## src/rtl/lh_ingress_buf_pkg.sv

```systemverilog
// Shared types for the LH ingress buffer: the per-packet meta from the IRL,
// the stored header beat and the write-side FSM states.
package meta_package;
   localparam int DATA_W = 64;

   typedef struct packed {
      logic [7:0] src_port;
      logic [7:0] flow_id;
   } irl_lh_meta_type;
endpackage

package lh_package;
   import meta_package::*;

   typedef enum logic [1:0] {IDLE, ACCEPT, DROP} lh_ingress_state_e;

   typedef struct packed {
      logic [DATA_W-1:0] hdr;
      logic              sop;
      logic              eop;
   } lh_beat_t;
endpackage

```

## src/rtl/lh_ingress_ram.sv

```systemverilog
// Simple dual-port storage: synchronous write, asynchronous read.
module lh_ingress_ram #(
   parameter int AW = 6,
   parameter int W  = 8
) (
   input  logic          clk,
   input  logic          we_i,
   input  logic [AW-1:0] waddr_i,
   input  logic [W-1:0]  wdata_i,
   input  logic [AW-1:0] raddr_i,
   output logic [W-1:0]  rdata_o
);
   logic [W-1:0] mem_q [2**AW];

   always_ff @(posedge clk) begin
      if (we_i) mem_q[waddr_i] <= wdata_i;
   end

   assign rdata_o = mem_q[raddr_i];
endmodule

```

## src/rtl/lh_ingress_buf.sv

```systemverilog
// Store-and-forward header buffer behind the ingress rate limiter: packets are
// written speculatively, rewound on overflow/framing errors, and released only once committed.
module lh_ingress_buf
   import meta_package::*;
   import lh_package::*;
#(
   parameter int DEPTH_NBITS      = 6,
   parameter int META_DEPTH_NBITS = 4,
   parameter int MAX_PKT_BEATS    = 8,
   parameter int CNT_NBITS        = 16
) (
   input  logic                 clk,
   input  logic                 rst,
   input  logic                 irl_lh_valid,
   input  logic [DATA_W-1:0]    irl_lh_hdr_data,
   input  irl_lh_meta_type      irl_lh_meta_data,
   input  logic                 irl_lh_sop,
   input  logic                 irl_lh_eop,
   output logic                 lh_valid,
   input  logic                 lh_ready,
   output logic [DATA_W-1:0]    lh_hdr_data,
   output irl_lh_meta_type      lh_meta_data,
   output logic                 lh_sop,
   output logic                 lh_eop,
   output logic [CNT_NBITS-1:0] stat_pkt_in,
   output logic [CNT_NBITS-1:0] stat_pkt_drop_ovf,
   output logic [CNT_NBITS-1:0] stat_pkt_drop_err
);
   localparam int PW  = DEPTH_NBITS + 1;
   localparam int MW  = META_DEPTH_NBITS + 1;
   localparam int BCW = $clog2(MAX_PKT_BEATS + 2);
   localparam logic [PW-1:0] ADMIT_LIMIT = PW'(2**DEPTH_NBITS - MAX_PKT_BEATS);
   localparam logic [MW-1:0] META_CAP    = MW'(2**META_DEPTH_NBITS);

   lh_ingress_state_e state_q, state_d;
   logic [PW-1:0]  wr_spec_q, wr_spec_d, wr_commit_q, wr_commit_d, rd_q, rd_d;
   logic [MW-1:0]  meta_wr_q, meta_wr_d, meta_rd_q, meta_rd_d;
   logic [BCW-1:0] beat_cnt_q, beat_cnt_d;
   logic [CNT_NBITS-1:0] pkt_in_q, drop_ovf_q, drop_err_q;

   logic inc_in, inc_ovf, inc_err, beat_we, meta_we, admit_ok, rd_fire;
   logic [DEPTH_NBITS-1:0]      beat_waddr;
   logic [META_DEPTH_NBITS-1:0] meta_waddr;
   logic [PW-1:0] used;
   logic [MW-1:0] meta_base, meta_used;
   lh_beat_t wr_beat, rd_beat;

   // A sop arriving in ACCEPT abandons the speculative packet first, so space
   // and meta occupancy are judged as if that packet had already been rewound.
   assign used      = wr_commit_q - rd_q;
   assign meta_base = (state_q == ACCEPT) ? meta_wr_q - MW'(1) : meta_wr_q;
   assign meta_used = meta_base - meta_rd_q;
   assign admit_ok  = (used <= ADMIT_LIMIT) && (meta_used < META_CAP);
   assign wr_beat   = '{hdr: irl_lh_hdr_data, sop: irl_lh_sop, eop: irl_lh_eop};

   always_comb begin
      state_d     = state_q;
      wr_spec_d   = wr_spec_q;
      wr_commit_d = wr_commit_q;
      meta_wr_d   = meta_wr_q;
      beat_cnt_d  = beat_cnt_q;
      inc_in      = 1'b0;
      inc_ovf     = 1'b0;
      inc_err     = 1'b0;
      beat_we     = 1'b0;
      beat_waddr  = wr_spec_q[DEPTH_NBITS-1:0];
      meta_we     = 1'b0;
      meta_waddr  = meta_base[META_DEPTH_NBITS-1:0];
      if (irl_lh_valid) begin
         if (irl_lh_sop) begin
            if (state_q == ACCEPT) inc_err = 1'b1;
            wr_spec_d = wr_commit_q;
            meta_wr_d = meta_base;
            if (admit_ok) begin
               beat_we    = 1'b1;
               beat_waddr = wr_commit_q[DEPTH_NBITS-1:0];
               meta_we    = 1'b1;
               meta_wr_d  = meta_base + MW'(1);
               wr_spec_d  = wr_commit_q + PW'(1);
               beat_cnt_d = BCW'(1);
               state_d    = ACCEPT;
               if (irl_lh_eop) begin
                  wr_commit_d = wr_commit_q + PW'(1);
                  inc_in      = 1'b1;
                  state_d     = IDLE;
               end
            end else begin
               inc_ovf = 1'b1;
               state_d = DROP;
            end
         end else begin
            case (state_q)
               IDLE: inc_err = 1'b1;
               ACCEPT: begin
                  if (beat_cnt_q >= BCW'(MAX_PKT_BEATS)) begin
                     inc_err   = 1'b1;
                     wr_spec_d = wr_commit_q;
                     meta_wr_d = meta_base;
                     state_d   = DROP;
                  end else begin
                     beat_we    = 1'b1;
                     wr_spec_d  = wr_spec_q + PW'(1);
                     beat_cnt_d = beat_cnt_q + BCW'(1);
                     if (irl_lh_eop) begin
                        wr_commit_d = wr_spec_q + PW'(1);
                        inc_in      = 1'b1;
                        state_d     = IDLE;
                     end
                  end
               end
               DROP: if (irl_lh_eop) state_d = IDLE;
               default: state_d = IDLE;
            endcase
         end
      end
   end

   assign lh_valid     = (rd_q != wr_commit_q);
   assign rd_fire      = lh_valid && lh_ready;
   assign rd_d         = rd_fire ? rd_q + PW'(1) : rd_q;
   assign meta_rd_d    = (rd_fire && rd_beat.eop) ? meta_rd_q + MW'(1) : meta_rd_q;
   assign lh_hdr_data  = rd_beat.hdr;
   assign lh_sop       = lh_valid && rd_beat.sop;
   assign lh_eop       = lh_valid && rd_beat.eop;

   // Statistics saturate at all-ones instead of wrapping.
   always_ff @(posedge clk or posedge rst) begin
      if (rst) begin
         state_q     <= IDLE;
         wr_spec_q   <= '0;
         wr_commit_q <= '0;
         rd_q        <= '0;
         meta_wr_q   <= '0;
         meta_rd_q   <= '0;
         beat_cnt_q  <= '0;
         pkt_in_q    <= '0;
         drop_ovf_q  <= '0;
         drop_err_q  <= '0;
      end else begin
         state_q     <= state_d;
         wr_spec_q   <= wr_spec_d;
         wr_commit_q <= wr_commit_d;
         rd_q        <= rd_d;
         meta_wr_q   <= meta_wr_d;
         meta_rd_q   <= meta_rd_d;
         beat_cnt_q  <= beat_cnt_d;
         if (inc_in  && !(&pkt_in_q))   pkt_in_q   <= pkt_in_q + CNT_NBITS'(1);
         if (inc_ovf && !(&drop_ovf_q)) drop_ovf_q <= drop_ovf_q + CNT_NBITS'(1);
         if (inc_err && !(&drop_err_q)) drop_err_q <= drop_err_q + CNT_NBITS'(1);
      end
   end

   assign stat_pkt_in       = pkt_in_q;
   assign stat_pkt_drop_ovf = drop_ovf_q;
   assign stat_pkt_drop_err = drop_err_q;

   lh_ingress_ram #(.AW(DEPTH_NBITS), .W($bits(lh_beat_t))) u_beat_ram (
      .clk     (clk),
      .we_i    (beat_we),
      .waddr_i (beat_waddr),
      .wdata_i (wr_beat),
      .raddr_i (rd_q[DEPTH_NBITS-1:0]),
      .rdata_o (rd_beat)
   );

   lh_ingress_ram #(.AW(META_DEPTH_NBITS), .W($bits(irl_lh_meta_type))) u_meta_ram (
      .clk     (clk),
      .we_i    (meta_we),
      .waddr_i (meta_waddr),
      .wdata_i (irl_lh_meta_data),
      .raddr_i (meta_rd_q[META_DEPTH_NBITS-1:0]),
      .rdata_o (lh_meta_data)
   );
endmodule

```

## config.mk

```make
export PLATFORM = sky130hd
export DESIGN_NAME = lh_ingress_buf
export DESIGN_NICKNAME = d
export VERILOG_FILES = /design/src/rtl/lh_ingress_buf_pkg.sv /design/src/rtl/lh_ingress_ram.sv /design/src/rtl/lh_ingress_buf.sv
export SDC_FILE = /design/constraint.sdc
export NUM_CORES = 2
export LEC_CHECK = 0
export ABC_CLOCK_PERIOD_IN_PS = 17210
export BUFFER_PORTS_ARGS = -buffer_cell sky130_fd_sc_hd__buf_2
export CAP_MARGIN = 30
export CORE_ASPECT_RATIO = 0.75
export CORE_MARGIN = 2
export CORE_UTILIZATION = 55
export CTS_CLUSTER_SIZE = 30
export DETAILED_ROUTE_END_ITERATION = 16
export PLACE_DENSITY = 0.71
export SLEW_MARGIN = 20
export SYNTH_ARGS = -nofsm -noshare
export SYNTH_HDL_FRONTEND = slang
export SYNTH_MEMORY_MAX_BITS = 65536
export SYNTH_SLANG_ARGS = --single-unit
export TNS_END_PERCENT = 5
```

## constraint.sdc

```tcl
create_clock -name clk -period 17.21 [get_ports clk]
set_input_delay 1.721 -clock clk [delete_from_list [all_inputs] [get_ports clk]]
set_output_delay 1.721 -clock clk [all_outputs]
set_load 0.02 [all_outputs]
```

## Yosys cells after proc, flatten, opt, wreduce, memory -nomap -nowiden

Memories as Yosys holds them, arrays and structs flattened.
Index checks and enable logic that the tools add are counted.

| word-level totals | value |
|---|---|
| flip-flop bits (word level) | 85 |
| memory bits (writable) | 4480 |
| input port bits | 86 |
| output and inout port bits | 131 |
| logic and storage cells | 108 |
| memories kept | 2 |

| operators by class | value |
|---|---|
| add/subtract/negate cells | 12 |
| magnitude comparators | 3 |
| equal/unequal tests | 6 |
| mux-type cells | 53 |
| reductions and logical operators | 22 |

Memories:

| name | words | bits a word | read ports | clocked after memory_dff | wr ports | RTL line | source |
|---|---|---|---|---|---|---|---|
| u_beat_ram.mem_q | 64 | 66 | 1 | 0 | 1 | lh_ingress_ram.sv:13 | `logic [W-1:0] mem_q [2**AW];` |
| u_meta_ram.mem_q | 16 | 16 | 1 | 0 | 1 | lh_ingress_ram.sv:13 |  |

Operator list:

| operator | number |
|---|---|
| 7-bit 2-to-1 mux | 10 |
| 16-bit by 1-bit adder with 16-bit output (second input constant) | 3 |
| 16-bit AND reduction | 3 |
| 1-bit 2-to-1 mux | 25 |
| 5-bit 2-to-1 mux | 5 |
| 7-bit by 1-bit adder with 7-bit output (second input constant) | 3 |
| 6-bit 2-to-1 mux | 3 |
| 4-bit 2-to-1 mux | 4 |
| 5-bit by 1-bit adder with 5-bit output (second input constant) | 2 |
| 1-bit logical AND | 8 |
| 2-bit 2-to-1 mux | 4 |
| 7-bit by 6-bit <= comparator with 1-bit output (second input constant) | 1 |
| 7-bit inequality test | 1 |
| 7-bit subtractor | 1 |
| 2-bit one-hot mux with 3 select lines | 1 |
| 5-bit < comparator (second input constant) | 1 |
| 5-bit AND reduction | 1 |
| 5-bit by 1-bit subtractor with 5-bit output (second input constant) | 1 |
| 5-bit subtractor | 1 |
| 4-bit by 1-bit adder with 4-bit output (second input constant) | 1 |
| 4-bit greater-or-equal comparator (second input constant) | 1 |
| 2-bit inequality test (second input constant) | 2 |
| 2-bit AND reduction | 2 |
| 4-bit AND reduction | 1 |
| 8 further kinds | 11 |

## Longest topological paths before layout

| logic depth | value |
|---|---|
| word-level depth | 10 |
| depth in mapped cells | 17 |
| depth with buffers taken out | 12 |

## Cells and area by module

From an unflattened synthesis, not the netlist that was laid out.

| second synthesis, totals | value |
|---|---|
| cells, all modules | 7712 |
| area total of the unflattened synthesis | 173916.8 um^2 |

Modules (own cells, without submodules):

| module | times used | cells an instance | area each (um^2) | sequential area each (um^2) |
|---|---|---|---|---|
| lh_ingress_ram (u_beat_ram) | 1 | 6786 | 159175.2 | 126841.7 |
| lh_ingress_ram (u_meta_ram) | 1 | 416 | 9723.1 | 7687.4 |
| lh_ingress_buf | 1 | 510 | 5018.6 | 2127.0 |

## Least setup slack after synthesis

Ideal clock, no wire load.

| timing path | value |
|---|---|
| path kind | flip-flop to flip-flop |
| start point | register rd_q[4] |
| end point | memory u_beat_ram.mem_q[36][0] (netlist bit) (enable) |
| library setup time | 0.571 ns |
| arrival | 8.128 ns |
| required time | 16.639 ns |
| slack | 8.511 ns |
| cell stages (with the launch flop) | 13 |
| buffers on the path | 3 |
| period minus slack after synthesis | 8.699 ns |
| cells stage by stage | dfrtp_1 > inv_2 > buf_1 > buf_1 > ha_1 > and4_1 > o21a_1 > or4_4 > o311a_1 > buf_2 > a2111oi_0 > a31oi_2 > nor3_1 |

| between the ends | value |
|---|---|
| word-level cells in the longest chain between the ends | 8 |
| elaborated cells between the ends (all ways) | 11 |
| those cells by class | 1 x add/sub; 1 x order compare; 8 x mux; 1 x reduce/logical |

Ends and longest elaborated chain:

| item | RTL line | source |
|---|---|---|
| start: declaration | lh_ingress_buf.sv:36 | `logic [PW-1:0] wr_spec_q, wr_spec_d, wr_commit_q, wr_commit_d, rd_q, rd_d;` |
| start signal: assignment | lh_ingress_buf.sv:143 | `rd_q <= rd_d;` |
| 7-bit subtractor (*) | lh_ingress_buf.sv:50 | `assign used = wr_commit_q - rd_q;` |
| 7-bit by 6-bit <= comparator with 1-bit output (*) | lh_ingress_buf.sv:53 | `assign admit_ok = (used <= ADMIT_LIMIT) && (meta_used < META_CAP);` |
| 1-bit logical AND (*) | lh_ingress_buf.sv:53 |  |
| 1-bit 2-to-1 mux | lh_ingress_buf.sv:74 | `if (admit_ok) begin` |
| 1-bit 2-to-1 mux | lh_ingress_buf.sv:70 | `if (irl_lh_sop) begin` |
| 1-bit 2-to-1 mux | lh_ingress_buf.sv:69 | `if (irl_lh_valid) begin` |
| 1-bit 2-to-1 mux | lh_ingress_ram.sv:16 | `if (we_i) mem_q[waddr_i] <= wdata_i;` |
| 1-bit 2-to-1 mux (implied by the code) | lh_ingress_ram.sv:16 |  |
| end: declaration | lh_ingress_ram.sv:13 |  |

Mark *: on every way between the ends. The rest lies on a longest branch, timed or not.

## Worst setup path after layout

| timing path | value |
|---|---|
| start point | register rd_q[0] |
| end point | output lh_hdr_data[6] |

| between the ends | value |
|---|---|
| word-level cells in the longest chain between the ends | 1 |

Ends and longest elaborated chain:

| item | RTL line | source |
|---|---|---|
| memory read 64 x 66 bit | - |  |
| end: declaration | lh_ingress_buf.sv:21 | `output logic [DATA_W-1:0] lh_hdr_data,` |

Every way passes these cells.

==> results.tsv <==
metric	value	unit
Residual DRC	0	
Clock Tree Buf Depth	4	
kind of critical path	reg -> out	
Final ANT Viol Nets	0	
vias per cell	6.91	
clk_skew	0.0634	ns
pin count of the biggest net entering global routing	152	
Yosys cell types	76	
Die H	493	um
Area contributors post-synth	edfxtp_1 77%, mux4_2 19%, dfrtp_1 1.2%	
Synth Register Bits	4565	
Peak Freq	0.124	GHz
Post-CTS Setup Repair Bufs	0	
minimum clock period	8.06	ns
Starting Density	55.3	%
layout cells sized above 1	33.8	%
first-pass GRT wire length	640	mm
Clk network pwr share	30.3	%
Iteration-0 DRC Markers	14200	
cts bufs inserted	421	
Slew @ Worst Pin	1.70	ns
clk sinks	4565	
Synth top cells by count	4480 x edfxtp_1, 1464 x mux4_2, 186 x clkbuf_1	
post-layout util	62.4	%
core area	317000	um^2
PortBufs	216	
Layout area overhead	13.0	%
DR vias	84200	
kind of start point of the critical path	flop	
CTS clock-pin slew for the worst setup and hold paths	0.06	ns
Avg Cell Area, Syn	25.1	um^2
Resize count post-CTS	0	
Logic pwr share	28.2	%
Post-Syn Area	175000	um^2
Slew Viols, Final	43	
Fin. Hold Viols	0	
final setup TNS	0	ns
RSZ-0062 raised after global routing	no	
post-synthesis async set-or-reset flop share	1.86	%
drt first pass iters	6	
post-synthesis cell count	6980	
# Max-Cap Violations	0	
Layout Nets	7676	
CP arrival	6.34	ns
Finish-stage setup viols	0	
Net Sw Frac	28.4	%
initial antenna violation count	39	
cell taking the most area after synthesis	edfxtp_1	
ys flop type	edfxtp_1	
Root Driver	clkbuf_16	
period utilisation layout	46.9	%
Syn Nets	7092	
DIE AREA	323000	um^2
YS warnings	0	
max_slew headroom	-13.1	%
sequential share of power	41.5	%
global route total overflow	0	
outcome	finished with violations	
sequential fraction of the synthesis area	78.0	%
CP Capture Type	primary output	
vias in the first global route	81300	
Peak VDD IR	0.150	mV
die extent in x	656	um
wire per inst	38.3	um
Switch Pwr	0.00858	W
cts hold-fix bufs	0	
H-tree depth	5	
io pins	217	
P_int	0.0217	W
most frequent cell after synthesis	edfxtp_1	
violated checks	max-slew violations	
Total Routing Usage GR	28.5	%
final WL	467	mm
# rows	179	
EDFF count, synth	4480	
Worst-Skew Late Latency	0.94	ns
crit path max fanout	110	
Synth top area share	76.8	%
Detail Placement HPWL	223	mm
Lkg Pwr	61.7	nW
Cell Pwr Density	153	nW/um^2
HP Class	reg -> reg	
routability cong.	0.785	
worst path required time	15.49	ns
CTS tree	done	
==> state kept, by name (all words and copies together) (netlist names) <==
register	cells
stat_pkt_drop_err	16
u_meta_ram.mem_q	256
u_beat_ram.mem_q	4224
wr_spec_q	7
stat_pkt_drop_ovf	16
meta_wr_q	5
state_q	2
beat_cnt_q	4
meta_rd_q	5
wr_commit_q	7
stat_pkt_in	16
rd_q	7
==> power groups by stage <==
stage	Sequential, W	Clock (W)	Combinational (W)
global placement	0.0128	0	0.00825
detailed placement	0.0128	0	0.00838
CTS	0.0126	0.00925	0.00845
finish	0.0125	0.00917	0.00852
floorplan	0.0126	0	0.00615
global route	0.0126	0.00966	0.00894
==> cell families (layout without fill, tap and decap cells) <==
group	Yosys count	count (layout)	share of synthesized area [%]
AO/OA/AOI/OAI	105	105	0.437
other	0	13	0
XOR/XNOR	78	78	0.394
adder cells (fa/ha/maj)	26	26	0.186
AND/OR/NAND/NOR	320	320	0.951
multiplexers	1484	1484	19.0
flip-flops	4565	4565	78.0
buffers and inverters	402	1337	1.05
==> through the flow <==
| step | setup slack (ns) | cell area [um^2] | total power, W | hold WS [ns] | cells |
|---|---|---|---|---|---|
| final | 9.15 | 198000 | 0.0302 | 0.486 | 12200 |
| after global routing | 8.71 | 198000 | 0.0312 | 0.508 | 12200 |
| after CTS | 8.16 | 196000 | 0.0302 | 0.486 | 12100 |
| after detailed placement | 9.18 | 183000 | 0.0212 | 0.475 | 11300 |
| after global placement | 9.22 | 182000 | 0.0210 | 0.473 | 11300 |
| after floorplan | 8.51 | 175000 | 0.0188 | 0.461 | 6980 |
==> cell usage in the layout (no fill, tap or decap), types with 10 or more instances in the layout <==
master,instances
nor2_1,46
mux2i_1,10
buf_16,30
clkinv_1,103
xor2_1,31
buf_2,216
mux4_2,1464
clkbuf_16,427
and3_1,21
nand4_1,28
dfrtp_1,79
clkbuf_1,91
clkinv_2,83
nor2_4,26
a21oi_1,23
ha_1,26
nor3_1,26
xnor2_1,46
edfxtp_1,4480
diode_2,13
nand3_1,31
bufinv_16,39
nand2_1,55
buf_12,90
buf_4,184
o21ai_0,24
inv_1,29
nor3_2,30
==> area by class of cell <==
cell class	count	area (um^2)
flip-flops and latches	4565	137000
fillers	20400	119000
multi-input cells	2013	37100
clock buffers	521	11100
well taps	4253	5320
repair buffers	530	5230
clock inverters	253	2300
inverters	33	140
diodes	13	32.5
==> metal layers <==
metal	global-route usage, %	wire length (um)	up-vias
met5	0	140	-
met4	8.11	15500	22
met3	6.42	58700	940
met2	44.0	220000	6317
met1	41.7	172000	45300
li1	-	-	31600
==> worst max-delay path, stage by stage, from the launching register on <==
cell and delay [ns]:
dfrtp_4 0.75, buf_4 0.48, buf_12 0.68, buf_4 0.43, buf_16 0.30, buf_4 0.38
buf_16 0.30, mux4_2 0.57, mux4_2 0.49, mux4_2 0.58, buf_2 0.21
==> worst paths after layout <==
kind	startpoint	end	slack, ns	cells past startpoint
worst max-delay path	rd_q[0]$_DFFE_PP0P_	lh_hdr_data[6]	9.15	10
worst min-delay path	stat_pkt_drop_err[9]$_DFFE_PP0P_	stat_pkt_drop_err[9]$_DFFE_PP0P_	0.49	1
worst max register to register	state_q[1]$_DFFE_PP0P_	u_beat_ram.mem_q[49][39]$_DFFE_PP_	10.57	13
worst min register to register	stat_pkt_drop_err[9]$_DFFE_PP0P_	stat_pkt_drop_err[9]$_DFFE_PP0P_	0.49	1
max in group asynchronous	rst	rd_q[1]$_DFFE_PP0P_	15.18	3
min in group asynchronous	rst	stat_pkt_drop_err[8]$_DFFE_PP0P_	0.85	2
No activity file was read; power rests on OpenSTA's default activity.
